[config.mk]
export PLATFORM = sky130hd
export DESIGN_NAME = regfile_mp
export DESIGN_NICKNAME = d
export VERILOG_FILES = /design/src/rtl/regfile_mp.sv
export SDC_FILE = /design/constraint.sdc
export NUM_CORES = 2
export LEC_CHECK = 0
export CELL_PAD_IN_SITES_DETAIL_PLACEMENT = 0
export CELL_PAD_IN_SITES_GLOBAL_PLACEMENT = 2
export CORE_MARGIN = 4
export CORE_UTILIZATION = 38
export DETAILED_ROUTE_END_ITERATION = 6
export PLACE_DENSITY = 0.75
export REMOVE_ABC_BUFFERS = 1
export SYNTH_ARGS = -nofsm -noshare
export SYNTH_HDL_FRONTEND = slang
export SYNTH_SLANG_ARGS = --single-unit
[constraint.sdc]
create_clock -name clk -period 2.85 [get_ports clk]
set_input_delay 0.57 -clock clk [delete_from_list [all_inputs] [get_ports clk]]
set_output_delay 0.57 -clock clk [all_outputs]
set_load 0.01 [all_outputs]
[src/rtl/regfile_mp.sv]
// Two-write-port register file with async read ports, optional same-cycle write bypass,
// optional hardwired zero register and a per-register pending-load scoreboard.
module regfile_mp #(
  parameter int DATA_W   = 32,
  parameter int ADDR_W   = 5,
  parameter int NUM_REGS = 2**ADDR_W,
  parameter bit ZERO_REG = 1'b1,
  parameter bit BYPASS   = 1'b1
) (
  input  logic              clk,
  input  logic              rst,
  input  logic [ADDR_W-1:0] ra1,
  input  logic [ADDR_W-1:0] ra2,
  output logic [DATA_W-1:0] rd1,
  output logic [DATA_W-1:0] rd2,
  output logic              busy1,
  output logic              busy2,
  input  logic              we_a,
  input  logic [ADDR_W-1:0] wa_a,
  input  logic [DATA_W-1:0] wd_a,
  input  logic              we_b,
  input  logic [ADDR_W-1:0] wa_b,
  input  logic [DATA_W-1:0] wd_b,
  input  logic              busy_set,
  input  logic [ADDR_W-1:0] busy_addr,
  output logic              collide
);

  localparam logic [ADDR_W:0] NUM_REGS_L = (ADDR_W+1)'(NUM_REGS);

  // True for addresses that name real, writable storage (excludes r0 when hardwired).
  function automatic logic addr_ok(input logic [ADDR_W-1:0] a);
    return ({1'b0, a} < NUM_REGS_L) && !(ZERO_REG && (a == '0));
  endfunction

  logic [DATA_W-1:0]   regs_q [NUM_REGS];
  logic [DATA_W-1:0]   regs_d [NUM_REGS];
  logic [NUM_REGS-1:0] busy_q, busy_d;
  logic                collide_q, collide_d;

  logic wr_a_ok, wr_b_ok, set_ok;

  assign wr_a_ok = we_a     && addr_ok(wa_a);
  assign wr_b_ok = we_b     && addr_ok(wa_b);
  assign set_ok  = busy_set && addr_ok(busy_addr);

  // Port B applied first so port A overrides on equal addresses; likewise a
  // busy_set lands after the load-return clear so a new issue keeps the bit.
  always_comb begin
    regs_d = regs_q;
    busy_d = busy_q;
    if (wr_b_ok) begin
      regs_d[wa_b] = wd_b;
      busy_d[wa_b] = 1'b0;
    end
    if (wr_a_ok) regs_d[wa_a] = wd_a;
    if (set_ok)  busy_d[busy_addr] = 1'b1;
    collide_d = we_a && we_b && (wa_a == wa_b);
  end

  always_ff @(posedge clk or negedge rst) begin
    if (!rst) begin
      for (int unsigned i = 0; i < NUM_REGS; i++) regs_q[i] <= '0;
      busy_q    <= '0;
      collide_q <= 1'b0;
    end else begin
      regs_q    <= regs_d;
      busy_q    <= busy_d;
      collide_q <= collide_d;
    end
  end

  logic [ADDR_W-1:0] ra   [2];
  logic [DATA_W-1:0] rd   [2];
  logic              bz   [2];

  assign ra[0] = ra1;
  assign ra[1] = ra2;

  // Read outputs are forced to zero while reset is held, even if a write is presented.
  always_comb begin
    for (int unsigned p = 0; p < 2; p++) begin
      rd[p] = '0;
      bz[p] = 1'b0;
      if (rst && addr_ok(ra[p])) begin
        rd[p] = regs_q[ra[p]];
        bz[p] = busy_q[ra[p]];
        if (BYPASS) begin
          if (we_b && (wa_b == ra[p])) begin
            rd[p] = wd_b;
            bz[p] = 1'b0;
          end
          if (we_a && (wa_a == ra[p])) rd[p] = wd_a;
        end
      end
    end
  end

  assign rd1     = rd[0];
  assign rd2     = rd[1];
  assign busy1   = bz[0];
  assign busy2   = bz[1];
  assign collide = collide_q;

endmodule

# After elaboration in Yosys (flattened, before gate mapping)
# Index checks and enable logic that the tools add are counted.
dict set report op_classes {
  n_lt_le_gt_ge 12
  eq_ne 5
  n_mux 34
  bitwise_logic 7
  reduce_logical 25
}
# op n
set op_table {}
lappend op_table {{bitwise mux 1024 bit} 2}
lappend op_table {{two-way mux 1024 bit} 2}
lappend op_table {{two-way mux 32 bit} 14}
lappend op_table {{binary-select mux 32 bit (select 5 bit)} 2}
lappend op_table {{demux 32 bit (select 5 bit)} 2}
lappend op_table {{AND 32 bit} 1}
lappend op_table {{inverter 32 bit} 1}
lappend op_table {{OR 32 bit} 1}
lappend op_table {{equality test 5 bit} 5}
lappend op_table {{zero test 5 bit} 5}
lappend op_table {{greater-or-equal comparator 6 bit, second input constant} 4}
lappend op_table {{less-than comparator 5 x 6 -> 1 bit, second input constant} 4}
lappend op_table {{inverter 5 -> 6 bit} 4}
lappend op_table {{logical AND 1 bit} 15}
lappend op_table {{less-than comparator 6 x 1 -> 1 bit, second input constant} 2}
lappend op_table {{binary-select mux 1 bit (select 5 bit)} 2}
lappend op_table {{demux 1 bit (select 5 bit)} 2}
lappend op_table {{greater-or-equal comparator 5 x 1 -> 1 bit, second input constant} 2}
lappend op_table {{two-way mux 1 bit} 8}
lappend op_table {{zero test 1 bit} 5}
dict set report totals {
  reg_bits 1057
  inputBits 94
  out_inout_bits 67
}

# Logic depth before layout (Yosys ltp)
dict set report depth {
  ltp_word 9
  mapped_depth 11
  depth_no_buf 6
}

# Worst setup path before layout
# No wires, ideal clock.
dict set report synth_timing {
  path_type {input-to-output}
  start {in ra2[0]}
  end {out rd2[2]}
  t_arrival_ps 2312
  required_time_ps 2280
  setup_slack_ps -32
  cell_stages 7
  path_buffers 3
  path_cell_list {buf_4 > buf_6 > buf_2 > mux4_2 > mux4_2 > clkinv_1 > o221ai_1}
}
dict set report synth_between {
  elab_chain_len 7
  elab_cells_between_ends 14
  classes_between {eq/ne (2); mux (6); bitwise (1); reduce/logical (5)}
}
# element line_no
set synth_lines {}
lappend synth_lines {{start, declared} 13} ;# input logic [ADDR_W-1:0] ra2,
lappend synth_lines {{inverter 5 -> 6 bit (implied by the code)} 86} ;# rd[p] = regs_q[ra[p]];
lappend synth_lines {{binary-select mux 32 bit (select 5 bit)} 86}
lappend synth_lines {{two-way mux 32 bit (implied by the code) (2 in series)} 86}
lappend synth_lines {{two-way mux 32 bit} 89} ;# if (we_b && (wa_b == ra[p])) begin
lappend synth_lines {{two-way mux 32 bit} 93} ;# if (we_a && (wa_a == ra[p])) rd[p] = wd_a;
lappend synth_lines {{two-way mux 32 bit *} 85} ;# if (rst && addr_ok(ra[p])) begin
lappend synth_lines {{end, declared} 15} ;# output logic [DATA_W-1:0] rd2,
# Every way passes the cells marked *; elsewhere a longest branch is shown, timed or not. The select of a mux whose other input is x is not followed.

# Final worst setup path
dict set report layout_timing {
  start {reg regs_q[26] (netlist bit)}
  end {out rd2[26]}
}
dict set report layout_between {
  elab_chain_len 6
}
# element line_no
set layout_lines {}
lappend layout_lines {{start, declared} 36} ;# logic [DATA_W-1:0] regs_q [NUM_REGS];
lappend layout_lines {{start signal, assigned} 67} ;# regs_q <= regs_d;
lappend layout_lines {{binary-select mux 32 bit (select 5 bit)} 86}
lappend layout_lines {{two-way mux 32 bit (implied by the code) (2 in series)} 86}
lappend layout_lines {{two-way mux 32 bit} 89}
lappend layout_lines {{two-way mux 32 bit} 93}
lappend layout_lines {{two-way mux 32 bit} 85}
# Every way passes these cells. The select of a mux whose other input is x is not followed.

==> summary.log <==
[clocking] TritonCTS buffer count 131
[logic_synthesis] Adder-Cell Fraction of Synth Area 0
[drt] routed wire length per instance 32.73 um
[critical_path] cells on worst reg2reg path 2
[clocking] number of buffers between clock root and the deepest sink 3
[clocking] worst skew pair latency 0.80 ns
[placed_design] final HPWL from detailed placement 203000 um
[placed_design] count of buffers from port buffering 160
[sta] setup repair after global routing missed its margin true
[worst_hold_path] class of the most critical hold timing path input pin to async pin
[logic_synthesis] Most used DFF post-synth sky130_fd_sc_hd__dfrtp_1
[die] full die area 184800 sq um
[sta] final setup violating endpoints 66
[critical_path] slowest cell on the critical path sky130_fd_sc_hd__a2111oi_4
[critical_path] worst reg2reg startpoint regs_q[782]
[global_routing] remaining global-route overflow 0
[logic_synthesis] cell area after synthesis 67620 sq um
[global_routing] antenna violations before repair 3
[critical_path] Worst setup SP type register
[clocking] TritonCTS clock tree built
[power] leakage power figure 38.74 nW
[placed_design] Place WS -2.078 ns
[logic_synthesis] synthesized instance count 6508
[die] core area 176500 sq um
[drt] vias post-DR 59410
[critical_path] r2r endpoint regs_q[782]
[logic_synthesis] sequential element share of the synthesized area 0.3912
[layout] share of cells above drive strength 1 0.3272
[critical_path] slack of the worst reg-to-reg path 1.87 ns
[logic_synthesis] average footprint of a synthesized cell 10.39 sq um
[logic_synthesis] warning count from the yosys run 0
[critical_path] critical path required time 2.28 ns
[critical_path] critical path endpoint category output port
[sta] max-slew violation count 0
[logic_synthesis] Synth Register Bits 1057
[critical_path] series of cell instances along the critical path mux4_2, mux2i_1, buf_4, o22ai_4, a2111oi_4, o31ai_4, buf_2
[flow_run] max-cap viol count 0
[sta] post-route setup slack -0.7088 ns
[logic_synthesis] largest family of logic cells by synthesized area multiplexers
[sta] Rel. slew slack 0.2947
[power] worst vdd ir 0.0004929 V
[die] number of primary I/O pins 161
[drt] vias per inst 6.189
[clocking] number of H-tree levels 4
[sta] Hold Fails Final Rpt 0
[drt] DR iter-0 viols 6862
[sta] worst-margin pin slew 1.058 ns
[layout] area added between synthesis and finish 31.45%
[logic_synthesis] Synth async-reset ratio 1.000
[die] die width 429.8 um
[power] Power, Total 0.05732 W
[layout] number of fill cells 15840
[logic_synthesis] post-synth cell types 71
[outcome] violated checks DRC, setup timing
[drt] routed wire length 314100 um
[critical_path] critical path data arrival time 2.99 ns
[critical_path] critical path start-end classification register to output port
[logic_synthesis] xor/xnor cell area share of the yosys netlist 0.003238
[global_routing] largest net degree at the start of global routing 165
[sta] Final TNS setup -32.53 ns
[drt] iteration count of the initial detailed-routing pass 7
[placed_design] count of placed standard cells including taps 9161
[global_routing] Total Routing Usage GR 0.3323
[drt] post-detailed-route count of antenna-violating nets 0
[sta] final critical-path share of the clock period 1.249
[power] power per cell area 644.9 nW/um^2
[clocking] clock-pin slew on the worst setup and hold paths 0.06 ns
[die] Starting Density 0.3831
[outcome] result of the run finished with violations
[die] placement row count 154
[die] vertical die dimension 429.8 um
[drt] number of design rule violations left after detail routing 1
[sta] time the final worst path needs with I/O delays and setup 3.559 ns
[logic_synthesis] synthesized-area fraction occupied by ao, oa, aoi and oai cells 0.1363
[layout] most frequent cells in the layout sky130_fd_sc_hd__mux2i_1, sky130_fd_sc_hd__dfrtp_1, sky130_fd_sc_hd__buf_4, sky130_fd_sc_hd__a21oi_1, sky130_fd_sc_hd__nor2_1
[sta] worst-case clock skew 0 ns
[clocking] TritonCTS Sinks 1057
[placed_design] placer's final routability congestion estimate 0.9196
[critical_path] slowest stage delay, CP 0.52 ns
[clocking] cell chosen for the clock root sky130_fd_sc_hd__clkbuf_16
[global_routing] wire length of the first global-routing pass 444600 um
[layout] number of cells in the finished layout apart from fillers 9599
[logic_synthesis] number of flops mapped to enable cells by yosys 0
[layout] leading cell type in the layout, fill and taps excluded sky130_fd_sc_hd__mux2i_1
[critical_path] Max Fanout on Critical Path 2
[logic_synthesis] share of synthesized cell area in and, or, nand and nor gates 0.08367
[sta] Fmax achieved 0.2810 GHz
[layout] final net count 7254
[global_routing] via count of the first global-routing pass 58700
[logic_synthesis] multiplexer area fraction after synthesis 0.3247
==> stage by stage <==
stage          instance area [sq um]    util  hold slack (ns)
6_report                       88890  0.5036           0.1211
5_1_grt                        88890  0.5036           0.1452
4_1_cts                        87930  0.4982           0.1142
3_5_place_dp                   79250  0.4490           0.3836
3_3_place_gp                   79250  0.4490           0.3772
2_1_floorplan                  63800       -           0.2744
==> report_power, final <==
group          internal, W  switching (W)  leakage, nW  total [W]
Sequential          0.0189        0.00302         12.8     0.0220
Clock               0.0106        0.00721         2.20     0.0178
Combinational      0.00960        0.00797         23.7     0.0176
==> sequential cells by signal, summed over array words and instances, names as in the netlist <==
register,flops
regs_q,1024
busy_q,32
collide,1
==> layout make-up <==
| class | instances | area (sq um) | area share |
|---|---|---|---|
| Antenna cell | 1 | 2.502 | 0.00002815 |
| Clock buffer | 185 | 3836 | 0.04316 |
| Clock inverter | 46 | 644.4 | 0.007249 |
| Inverter | 79 | 302.8 | 0.003406 |
| Multi-Input combinational cell | 4538 | 39850 | 0.4483 |
| Sequential cell | 1057 | 26450 | 0.2976 |
| Tap cell | 2340 | 2928 | 0.03294 |
| Timing Repair Buffer | 1353 | 14870 | 0.1673 |
==> worst max path at each step <==
stage               startpoint       to  slack, ns
floorplan               ra1[2]  rd1[27]      -0.78
global placement        ra1[3]   rd1[7]      -2.13
detailed placement      ra1[3]   rd1[7]      -2.08
CTS                     ra1[0]  rd1[15]      -0.75
global route            ra1[0]  rd1[15]      -0.72
finish              regs_q[26]  rd2[26]      -0.71
==> synth_stat cells (4+ instances only) <==
master,instances,area share
sky130_fd_sc_hd__buf_6,24,0.0040
sky130_fd_sc_hd__mux2_2,16,0.0027
sky130_fd_sc_hd__o21ai_0,279,0.021
sky130_fd_sc_hd__nand2b_1,11,0.0010
sky130_fd_sc_hd__and3_1,9,0.00083
sky130_fd_sc_hd__a2111oi_0,26,0.0034
sky130_fd_sc_hd__clkbuf_2,29,0.0021
sky130_fd_sc_hd__nand3_1,21,0.0016
sky130_fd_sc_hd__a22o_1,15,0.0019
sky130_fd_sc_hd__nor3_2,6,0.00089
sky130_fd_sc_hd__and2_1,6,0.00056
sky130_fd_sc_hd__nor2_1,764,0.042
sky130_fd_sc_hd__a221oi_1,10,0.0013
sky130_fd_sc_hd__o21ai_1,51,0.0038
sky130_fd_sc_hd__buf_4,50,0.0056
sky130_fd_sc_hd__nor2_2,4,0.00037
sky130_fd_sc_hd__xor2_1,12,0.0016
sky130_fd_sc_hd__clkinv_1,45,0.0025
sky130_fd_sc_hd__buf_1,65,0.0036
sky130_fd_sc_hd__buf_2,146,0.011
sky130_fd_sc_hd__dfrtp_1,1057,0.39
sky130_fd_sc_hd__a221o_1,25,0.0037
sky130_fd_sc_hd__a22oi_1,62,0.0069
sky130_fd_sc_hd__nand2_1,416,0.023
sky130_fd_sc_hd__o31ai_1,6,0.00067
sky130_fd_sc_hd__a211oi_1,73,0.0081
sky130_fd_sc_hd__nor4_2,5,0.00093
sky130_fd_sc_hd__a2111oi_2,6,0.0013
sky130_fd_sc_hd__o22ai_1,77,0.0071
sky130_fd_sc_hd__inv_1,33,0.0018
sky130_fd_sc_hd__nor4_1,13,0.0012
sky130_fd_sc_hd__a31oi_1,4,0.00037
sky130_fd_sc_hd__clkbuf_1,512,0.028
sky130_fd_sc_hd__o221ai_1,30,0.0039
sky130_fd_sc_hd__buf_8,5,0.0011
sky130_fd_sc_hd__a21oi_1,781,0.058
sky130_fd_sc_hd__nor2b_1,66,0.0061
sky130_fd_sc_hd__a32oi_1,93,0.012
sky130_fd_sc_hd__xnor2_1,13,0.0017
sky130_fd_sc_hd__nand4_1,6,0.00056
sky130_fd_sc_hd__mux4_2,483,0.16
sky130_fd_sc_hd__a32o_1,8,0.0012
sky130_fd_sc_hd__mux2i_1,1089,0.16
sky130_fd_sc_hd__nor3_1,17,0.0013
==> repair_timing <==
item	in CTS	in global routing
hold endpoints to repair	3	0
setup buffers	174	68
resized for setup	809	206
hold buffers	1	0
setup endpoints to repair	66	66
pin swaps	126	95
gates cloned	21	0
==> per-layer routing <==
metal / GRT usage / routed length (um)
met1: 0.4328 / 123300
met2: 0.5211 / 143700
met3: 0.07044 / 27910
met4: 0.1769 / 19180
met5: 0 / 11
==> logic make-up (layout without fill, tap and decap cells) <==
family          Yosys count  after routing
compound gates         1560           1560
xor+xnor                 25             25
buf+inv                 913           1663
flops                  1057           1057
mux                    1588           1588
other cells               0              1
simple gates           1365           1365
==> worst max-delay path: cells and delay by family, from the launching register on <==
family / cells / cell delay, ns
multiplexers: 2 / 0.69
AO/OA/AOI/OAI: 3 / 0.77
flip-flops: 1 / 0.38
buffers and inverters: 2 / 0.35
Note: power is estimated with default switching activity, not from simulation.
